### src/rtl/prng_pkg.sv
// ---------------------------------------------------------------------------
// prng_pkg
// Shared definitions for the xorshift pseudo-random generators.
//   - prngState_e : stream controller states (IDLE / RUN / DONE)
//   - DEFAULT_SEED_32 / DEFAULT_SEED_64 : non-zero reset seeds
//   - SH32_* / SH64_* : standard xorshift shift triples for 32 and 64 bits
// ---------------------------------------------------------------------------
package prng_pkg;

   typedef enum logic [1:0] {
      IDLE = 2'd0,
      RUN  = 2'd1,
      DONE = 2'd2
   } prngState_e;

   localparam logic [31:0] DEFAULT_SEED_32 = 32'h92D68CA2;
   localparam logic [63:0] DEFAULT_SEED_64 = 64'h9E3779B97F4A7C15;

   localparam int SH32_A = 13;
   localparam int SH32_B = 17;
   localparam int SH32_C = 5;

   localparam int SH64_A = 13;
   localparam int SH64_B = 7;
   localparam int SH64_C = 17;

endpackage

### src/rtl/xorshift_step.sv
// ---------------------------------------------------------------------------
// xorshift_step
// Purely combinational xorshift step: o_next = next(i_x). Kept separate so
// multi-lane generators can instantiate one step per lane.
// Ports:
//   i_x    [WIDTH-1:0]  current generator state
//   o_next [WIDTH-1:0]  state after one xorshift step
// ---------------------------------------------------------------------------
module xorshift_step
   import prng_pkg::*;
#(
   parameter int WIDTH = 32,
   parameter int SH_A  = SH32_A,
   parameter int SH_B  = SH32_B,
   parameter int SH_C  = SH32_C
) (
   input  logic [WIDTH-1:0] i_x,
   output logic [WIDTH-1:0] o_next
);

   logic [WIDTH-1:0] w_t1;
   logic [WIDTH-1:0] w_t2;

   // Three xor-shift stages; every shift drops bits that fall off the word,
   // so all intermediate values are naturally truncated to WIDTH.
   assign w_t1   = i_x  ^ (i_x  << SH_A);
   assign w_t2   = w_t1 ^ (w_t1 >> SH_B);
   assign o_next = w_t2 ^ (w_t2 << SH_C);

endmodule

### src/rtl/xorshift_prng_stream.sv
// ---------------------------------------------------------------------------
// xorshift_prng_stream
// Xorshift pseudo-random generator presented as a valid/ready stream with
// seed loading, zero-seed guard, burst / free-running modes and back-pressure.
// Ports:
//   clk         system clock
//   reset       asynchronous active-high reset
//   seed_load   load seed (IDLE only); a zero seed loads DEFAULT_SEED
//   seed        seed value
//   start       begin a burst (IDLE only)
//   count       burst length sampled at start; 0 = free-running
//   stop        abort a running burst
//   rand_valid  rand_data holds a word for the consumer
//   rand_ready  consumer accepts the current word
//   rand_data   current random word (the state register itself)
//   busy        high while a burst is running
//   done        one-cycle pulse when a burst ends or is stopped
// ---------------------------------------------------------------------------
module xorshift_prng_stream
   import prng_pkg::*;
#(
   parameter int               WIDTH        = 32,
   parameter int               SH_A         = SH32_A,
   parameter int               SH_B         = SH32_B,
   parameter int               SH_C         = SH32_C,
   parameter logic [WIDTH-1:0] DEFAULT_SEED = WIDTH'(DEFAULT_SEED_32),
   parameter int               CNT_W        = 16
) (
   input  logic             clk,
   input  logic             reset,
   input  logic             seed_load,
   input  logic [WIDTH-1:0] seed,
   input  logic             start,
   input  logic [CNT_W-1:0] count,
   input  logic             stop,
   output logic             rand_valid,
   input  logic             rand_ready,
   output logic [WIDTH-1:0] rand_data,
   output logic             busy,
   output logic             done
);

   prngState_e       r_fsm;
   prngState_e       w_fsmNext;
   logic [WIDTH-1:0] r_state;
   logic [CNT_W-1:0] r_remaining;
   logic             r_freeRun;

   logic [WIDTH-1:0] w_next;
   logic [WIDTH-1:0] w_seedGuarded;
   logic             w_handshake;
   logic             w_lastWord;

   xorshift_step #(
      .WIDTH (WIDTH),
      .SH_A  (SH_A),
      .SH_B  (SH_B),
      .SH_C  (SH_C)
   ) u_step (
      .i_x    (r_state),
      .o_next (w_next)
   );

   // A zero state is a fixed point of xorshift, so a zero seed is replaced
   // by the default seed; this keeps the state non-zero forever.
   assign w_seedGuarded = (seed == '0) ? DEFAULT_SEED : seed;

   // A word is transferred whenever we present one and the consumer takes it.
   // The last word only exists in counted bursts; free-running ignores the
   // counter entirely so it can never wrap into an accidental end.
   assign w_handshake = (r_fsm == RUN) && rand_ready;
   assign w_lastWord  = w_handshake && !r_freeRun && (r_remaining == CNT_W'(1));

   // Controller state register. Reset is asynchronous so rand_valid, which
   // decodes straight from this register, drops the moment reset rises.
   always_ff @(posedge clk or posedge reset) begin
      if (reset) begin
         r_fsm <= IDLE;
      end else begin
         r_fsm <= w_fsmNext;
      end
   end

   // Next-state logic. stop wins over everything in RUN; DONE always lasts
   // exactly one cycle before returning to IDLE.
   always_comb begin
      w_fsmNext = r_fsm;
      case (r_fsm)
         IDLE: begin
            if (start) begin
               w_fsmNext = RUN;
            end
         end
         RUN: begin
            if (stop || w_lastWord) begin
               w_fsmNext = DONE;
            end
         end
         DONE: begin
            w_fsmNext = IDLE;
         end
         default: begin
            w_fsmNext = IDLE;
         end
      endcase
   end

   // Generator state and burst bookkeeping. Seeding and burst setup are only
   // honoured in IDLE (both may happen in the same cycle, so the first word
   // of the burst is the freshly loaded seed). In RUN the state only advances
   // on a handshake, which keeps rand_data stable under back-pressure; a
   // handshake coinciding with stop still advances the state.
   always_ff @(posedge clk or posedge reset) begin
      if (reset) begin
         r_state     <= DEFAULT_SEED;
         r_remaining <= '0;
         r_freeRun   <= 1'b0;
      end else begin
         case (r_fsm)
            IDLE: begin
               if (seed_load) begin
                  r_state <= w_seedGuarded;
               end
               if (start) begin
                  r_remaining <= count;
                  r_freeRun   <= (count == '0);
               end
            end
            RUN: begin
               if (w_handshake) begin
                  r_state <= w_next;
                  if (!r_freeRun) begin
                     r_remaining <= r_remaining - CNT_W'(1);
                  end
               end
            end
            default: begin
            end
         endcase
      end
   end

   // Outputs are pure decodes of registered state: no combinational path
   // from any input to valid/busy/done.
   assign rand_valid = (r_fsm == RUN);
   assign busy       = (r_fsm == RUN);
   assign done       = (r_fsm == DONE);
   assign rand_data  = r_state;

endmodule

### config.mk
export PLATFORM = sky130hd
export DESIGN_NAME = xorshift_prng_stream
export DESIGN_NICKNAME = d
export VERILOG_FILES = /design/src/rtl/prng_pkg.sv /design/src/rtl/xorshift_step.sv /design/src/rtl/xorshift_prng_stream.sv
export SDC_FILE = /design/constraint.sdc
export NUM_CORES = 1
export LEC_CHECK = 0
export CORE_MARGIN = 2
export CORE_UTILIZATION = 50
export CTS_BUF_LIST = sky130_fd_sc_hd__clkbuf_4 sky130_fd_sc_hd__clkbuf_8
export CTS_CLUSTER_DIAMETER = 200
export DETAILED_ROUTE_END_ITERATION = 8
export PLACE_DENSITY = 0.81
export REMOVE_ABC_BUFFERS = 1
export SYNTH_ARGS = -nofsm -noshare
export SYNTH_HDL_FRONTEND = slang
export SYNTH_SLANG_ARGS = --single-unit
### constraint.sdc
create_clock -name clk -period 3.5 [get_ports clk]
set_input_delay 0.7 -clock clk [delete_from_list [all_inputs] [get_ports clk]]
set_output_delay 0.7 -clock clk [all_outputs]
set_load 0.05 [all_outputs]
==> reports/metrics.yaml, run 1 <==
finish:
  fin_nets: 521
  syn_to_final_growth_pct: 30.1
  antenna_cells: 0
  layout_common_cells: "clkdlybuf4s50_1 (86), xnor2_1 (44), a21oi_1 (37), dfrtp_1 (37), o21ai_0 (30)"
  final_layout_size_suffix_gt1_share_pct: 9.01
  final_common_cell: "clkdlybuf4s50_1"
  final_util_pct: 67.4
grt:
  grt_pass1_wl_microns: 16100
  antenna_found_initial: 0
  grt_max_degree: 49
  grt_pass1_vias: 3281
  overflow: 0
  grtUsageTotal_pct: 26.7
placement:
  dp_hpwl_microns: 7500
  gp_congestion: 0.857
  io_buffers: 88
timing:
  maxSlewHeadroom_pct: 23.8
  rsz0062_at_grt: "no"
  maxSlewViolCount: 0
  finalClockSkew_ps: 21.8
  hold_ws_ps: 514
  tightest_slew_ps: 1140
  min_period_ps: 2500
  fmax_mhz: 400
  setup_viol: 0
  hold_violations: 0
  period_share_pct: 71.5
routing:
  num_vias: 3530
  avgViaCountPerCell: 6.28
  drtIter0Drc: 280
  ant_nets: 0
  wl_per_cell_microns: 18.3
  drc: 0
  first_pass_iters: 5
  wl_microns: 10300
floorplanning:
  start_util_pct: 51.8
  core_sq_um: 6830
  dieArea_sq_um: 7770
  row_count: 30
  boundaryPins: 89
  die_w_microns: 88.1
  die_height_microns: 88.1
setup_path:
  worst-setup-path-type: "flip-flop to primary output"
  cp_max_fo: 6
  crit_buf_inv: 1
  cp_data_required_time_ps: 2800
  cp_top_family: "buffers and inverters"
  start_kind: "flip-flop"
  cpPeakStageDelay_ps: 840
  endpoint_kind: "primary output"
  cp_cell_sequence: "clkdlybuf4s50_1"
  arrival_ps: 1800
  slowest_stage: "clkdlybuf4s50_1"
flow_run:
  maxCapViolCount: 0
clock_tree:
  cts_sinks: 51
  post_cts_resized: 0
  cts_tree: "yes"
  cts_hold_buf: 0
  ctsHtreeMaxLevel: 2
  ctsRootBufferMaster: "clkbuf_8"
  cts_buffers: 5
  cts_setup_buffers: 0
  cts.clk_slew.worst_paths_ps: 110
  clk_latency_ps: 320
  clockBufferDepth: 2
logic_synthesis:
  yosysWarnings: 0
  syn_inst: 393
  synth-seq-area-share_pct: 36.6
  synth_cell_types: 50
  synth_edf_count: 0
  avgSynthCellArea_sq_um: 9.00
  ys_seq_elements: 51
  async_reset_ff_share_pct: 100
  synth_ff_type: "dfrtp_1"
  syn_area_sq_um: 3540
pwr:
  power.density_nw_per_um2: 1200
  power.total_w: 0.00551
  p_leak_nw: 1.74
  peakVddDrop_mv: 0.411
hold_path:
  hold_class: "flip-flop to flip-flop"
run_status:
  status: "completed"
[cells in the mapped netlist (2+ instances only)]
cell	instances	area, sq um
xnor2_1	44	385
a21oi_1	37	185
dfrtp_1	37	926
o21ai_0	30	150
nand2_1	29	109
nor2_1	27	101
clkbuf_1	21	78.8
nor4_1	16	100
dfstp_2	14	368
a2bb2oi_1	13	114
o22ai_1	11	68.8
o2bb2ai_1	10	87.6
xnor3_1	8	180
a211o_1	7	61.3
a22oi_1	7	52.6
nor3_1	7	35.0
a22o_1	6	52.6
buf_2	5	25.0
inv_1	5	18.8
nand4_1	5	31.3
nand2b_1	4	25.0
nand3_1	4	20.0
o211ai_1	4	30.0
a31oi_1	3	18.8
buf_1	3	11.3
or2_2	3	18.8
or4_1	3	22.5
xor2_1	3	26.3
a21o_1	2	15.0
ha_1	2	25.0
nand3b_1	2	15.0
o221ai_1	2	17.5
o41ai_1	2	17.5
[worst paths after layout]
path | to | from | slack [ps] | depth (start not counted)
min | r_remaining[9] | r_remaining[9] | 510 | 2
max | rand_data[17] | rand_data[17] | 1000 | 1
min in group asynchronous | rand_data[26] | reset | 930 | 2
min reg2reg | r_remaining[9] | r_remaining[9] | 510 | 2
max in group asynchronous | rand_data[11] | reset | 1810 | 3
max reg2reg | r_remaining[14] | r_remaining[1] | 1390 | 6
[layer usage]
layer | part of all wire, % | track usage (%)
met4 | 2.8 | 10.3
met3 | 8.6 | 5.18
met2 | 49 | 44.4
met5 | 0 | 0
met1 | 40 | 34.4
[logic make-up after synthesis]
kind of cell	Yosys count	synth area share (%)
compound gates	143	26.9
simple gates	107	15.1
xor+xnor	55	16.7
flops	51	36.6
buf+inv	35	4.00
fa+ha+maj	2	0.707
[cell type report]
class                      count  area (sq um)
fill                         553          2230
multi-input combinational    307          2100
sequential                    51          1290
timing repair buffer          95           953
tap                           96           120
clock buffer                   5          68.8
clock inverter                 3          43.8
inverter                       5          18.8
[state kept, by name, summed over array words and instances, names as in the netlist]
register	count
rand_data	32
r_remaining	16
r_fsm	2
r_freeRun	1
[where the power goes]
part,leakage (nW),total (W),switching [W],internal (W)
registers,0.585,0.00137,0.000430,0.000935
logic,1.09,0.00372,0.00206,0.00165
clock network,0.0581,0.000431,0.000217,0.000214
total,1.74,0.00551,0.00271,0.00280
[stage by stage]
stage | area, sq um | worst slack [ps] | std cells | TNS (ps)
CTS | 4600 | 1010 | 562 | 0
global route | 4600 | 922 | 562 | 0
global placement | 4490 | 749 | 554 | 0
detailed placement | 4490 | 741 | 554 | 0
finish | 4600 | 998 | 562 | 0
floorplan | 3420 | -56.0 | 363 | -155
Note: power is estimated with default switching activity, not from simulation.
==> inputs of run 2 (changes only) <==
--- a/config.mk
+++ b/config.mk
@@ -6,11 +6,11 @@
 export NUM_CORES = 1
 export LEC_CHECK = 0
 export CORE_MARGIN = 2
-export CORE_UTILIZATION = 50
+export CORE_UTILIZATION = 46
 export CTS_BUF_LIST = sky130_fd_sc_hd__clkbuf_4 sky130_fd_sc_hd__clkbuf_8
 export CTS_CLUSTER_DIAMETER = 200
 export DETAILED_ROUTE_END_ITERATION = 8
-export PLACE_DENSITY = 0.81
+export PLACE_DENSITY = 0.79
 export REMOVE_ABC_BUFFERS = 1
 export SYNTH_ARGS = -nofsm -noshare
 export SYNTH_HDL_FRONTEND = slang
==> constraint.sdc (replaced) <==
create_clock -name clk -period 2.1 [get_ports clk]
set_input_delay 0.42 -clock clk [delete_from_list [all_inputs] [get_ports clk]]
set_output_delay 0.42 -clock clk [all_outputs]
set_load 0.05 [all_outputs]
==> reports/metrics.yaml, run 2 (synthesized netlist as in run 1, its figures left out) <==
finish:
  syn_to_final_growth_pct: 37.3
  layout_common_cells: "clkdlybuf4s50_1 (64), buf_4 (59), xnor2_1 (44)"
  final_common_cell: "clkdlybuf4s50_1"
  largest_register_ffs: 32
  final_util_pct: 65.9
  final_layout_size_suffix_gt1_share_pct: 20.0
  antenna_cells: 0
  fin_nets: 555
  final_area_sq_um: 4860
timing:
  hold_violations: 0
  maxSlewViolCount: 0
  tightest_slew_ps: 581
  fmax_mhz: 485
  finalClockSkew_ps: 12.7
  min_period_ps: 2060
  finalWorstSetupSlack_ps: 36.4
  maxSlewHeadroom_pct: 61.0
  setup_viol: 0
  period_share_pct: 98.3
  fin_setup_tns_ps: 0
grt:
  overflow: 0
  grt_max_degree: 47
  antenna_found_initial: 0
  grtUsageTotal_pct: 24.9
  grt_pass1_vias: 3398
  grt_pass1_wl_microns: 16900
clock_tree:
  cts_hold_buf: 0
  ctsHtreeMaxLevel: 2
  cts.clk_slew.worst_paths_ps: 100
  ctsRootBufferMaster: "clkbuf_8"
  cts_sinks: 51
  clk_latency_ps: 310
  clockBufferDepth: 2
  cts_buffers: 5
  cts_tree: "yes"
floorplanning:
  row_count: 31
  boundaryPins: 89
  core_sq_um: 7370
  dieArea_sq_um: 8410
  die_height_microns: 91.7
  start_util_pct: 48.0
  die_w_microns: 91.7
placement:
  place_area_sq_um: 4710
  gp_congestion: 0.924
  dp_hpwl_microns: 7930
  io_buffers: 88
  pre_cts_ws_ps: -191
setup_path:
  slowest_stage: "clkdlybuf4s50_1"
  cp_top_family: "buffers and inverters"
  cp_cell_sequence: "clkdlybuf4s50_1"
  endpoint_kind: "primary output"
  start_kind: "flip-flop"
  arrival_ps: 1640
  cp_data_required_time_ps: 1680
  worst-setup-path-type: "flip-flop to primary output"
  cp_max_fo: 5
  cpPeakStageDelay_ps: 850
  crit_buf_inv: 1
routing:
  wl_per_cell_microns: 17.6
  drc: 0
  num_vias: 3583
  ant_nets: 0
  avgViaCountPerCell: 5.98
  first_pass_iters: 5
  wl_microns: 10600
  drtIter0Drc: 263
flow_run:
  maxCapViolCount: 0
pwr:
  peakVddDrop_mv: 0.658
  power.density_nw_per_um2: 1940
  p_leak_nw: 1.94
hold_path:
  hold_class: "input port to asynchronous set/reset pin"
run_status:
  status: "completed"
## run 2: final timing paths
path	depth (start not counted)	slack [ps]	startpoint	end
min reg2reg	2	520	r_freeRun	r_freeRun
max	1	40	rand_data[14]	rand_data[14]
max in group asynchronous	3	1280	reset	rand_data[10]
min	3	480	reset	rand_data[4]
min in group clk	2	520	r_freeRun	r_freeRun
max reg2reg	4	90	rand_data[9]	rand_data[10]
## run 2: timing repair
| action | 4_1_cts | 5_1_grt |
|---|---|---|
| pin swaps | 0 | 1 |
| gates resized for setup | 1 | 5 |
| setup endpoints to repair | 1 | 11 |
| setup buffers | 0 | 2 |
## run 2: cell type report
type,count,area [sq um]
clock buffer,6,82.6
clock inverter,2,35.0
fill,612,2510
inverter,5,18.8
multi-input combinational,307,2120
sequential,51,1290
tap,99,124
timing repair buffer,129,1180
## run 2: power by group
| part | internal [W] | switching, W |
|---|---|---|
| logic | 0.00291 | 0.00353 |
| registers | 0.00156 | 0.000693 |
| clock network | 0.000386 | 0.000340 |
## run 2: routing by layer
metal | up-vias | share of wire [%] | track usage, %
met1 | 1704 | 41 | 32.5
met2 | 172 | 48 | 41.8
met5 | - | 0 | 0
met3 | 27 | 7.9 | 4.60
li1 | 1680 | - | -
met4 | 0 | 2.9 | 8.21
## run 2: per-stage QoR
step,hold slack [ps],instances,total power [W]
2_1_floorplan,454,363,0.00677
3_3_place_gp,476,589,0.00848
3_5_place_dp,499,589,0.00863
4_1_cts,491,597,0.00938
5_1_grt,508,599,0.0100
6_report,485,599,0.00941
## run 2: worst register-to-register path, cell delays in order, from the launching register on
cell and delay, ps:
dfrtp_1 460, xnor2_1 520, xnor3_1 470, a211o_1 310, a2bb2oi_1 160
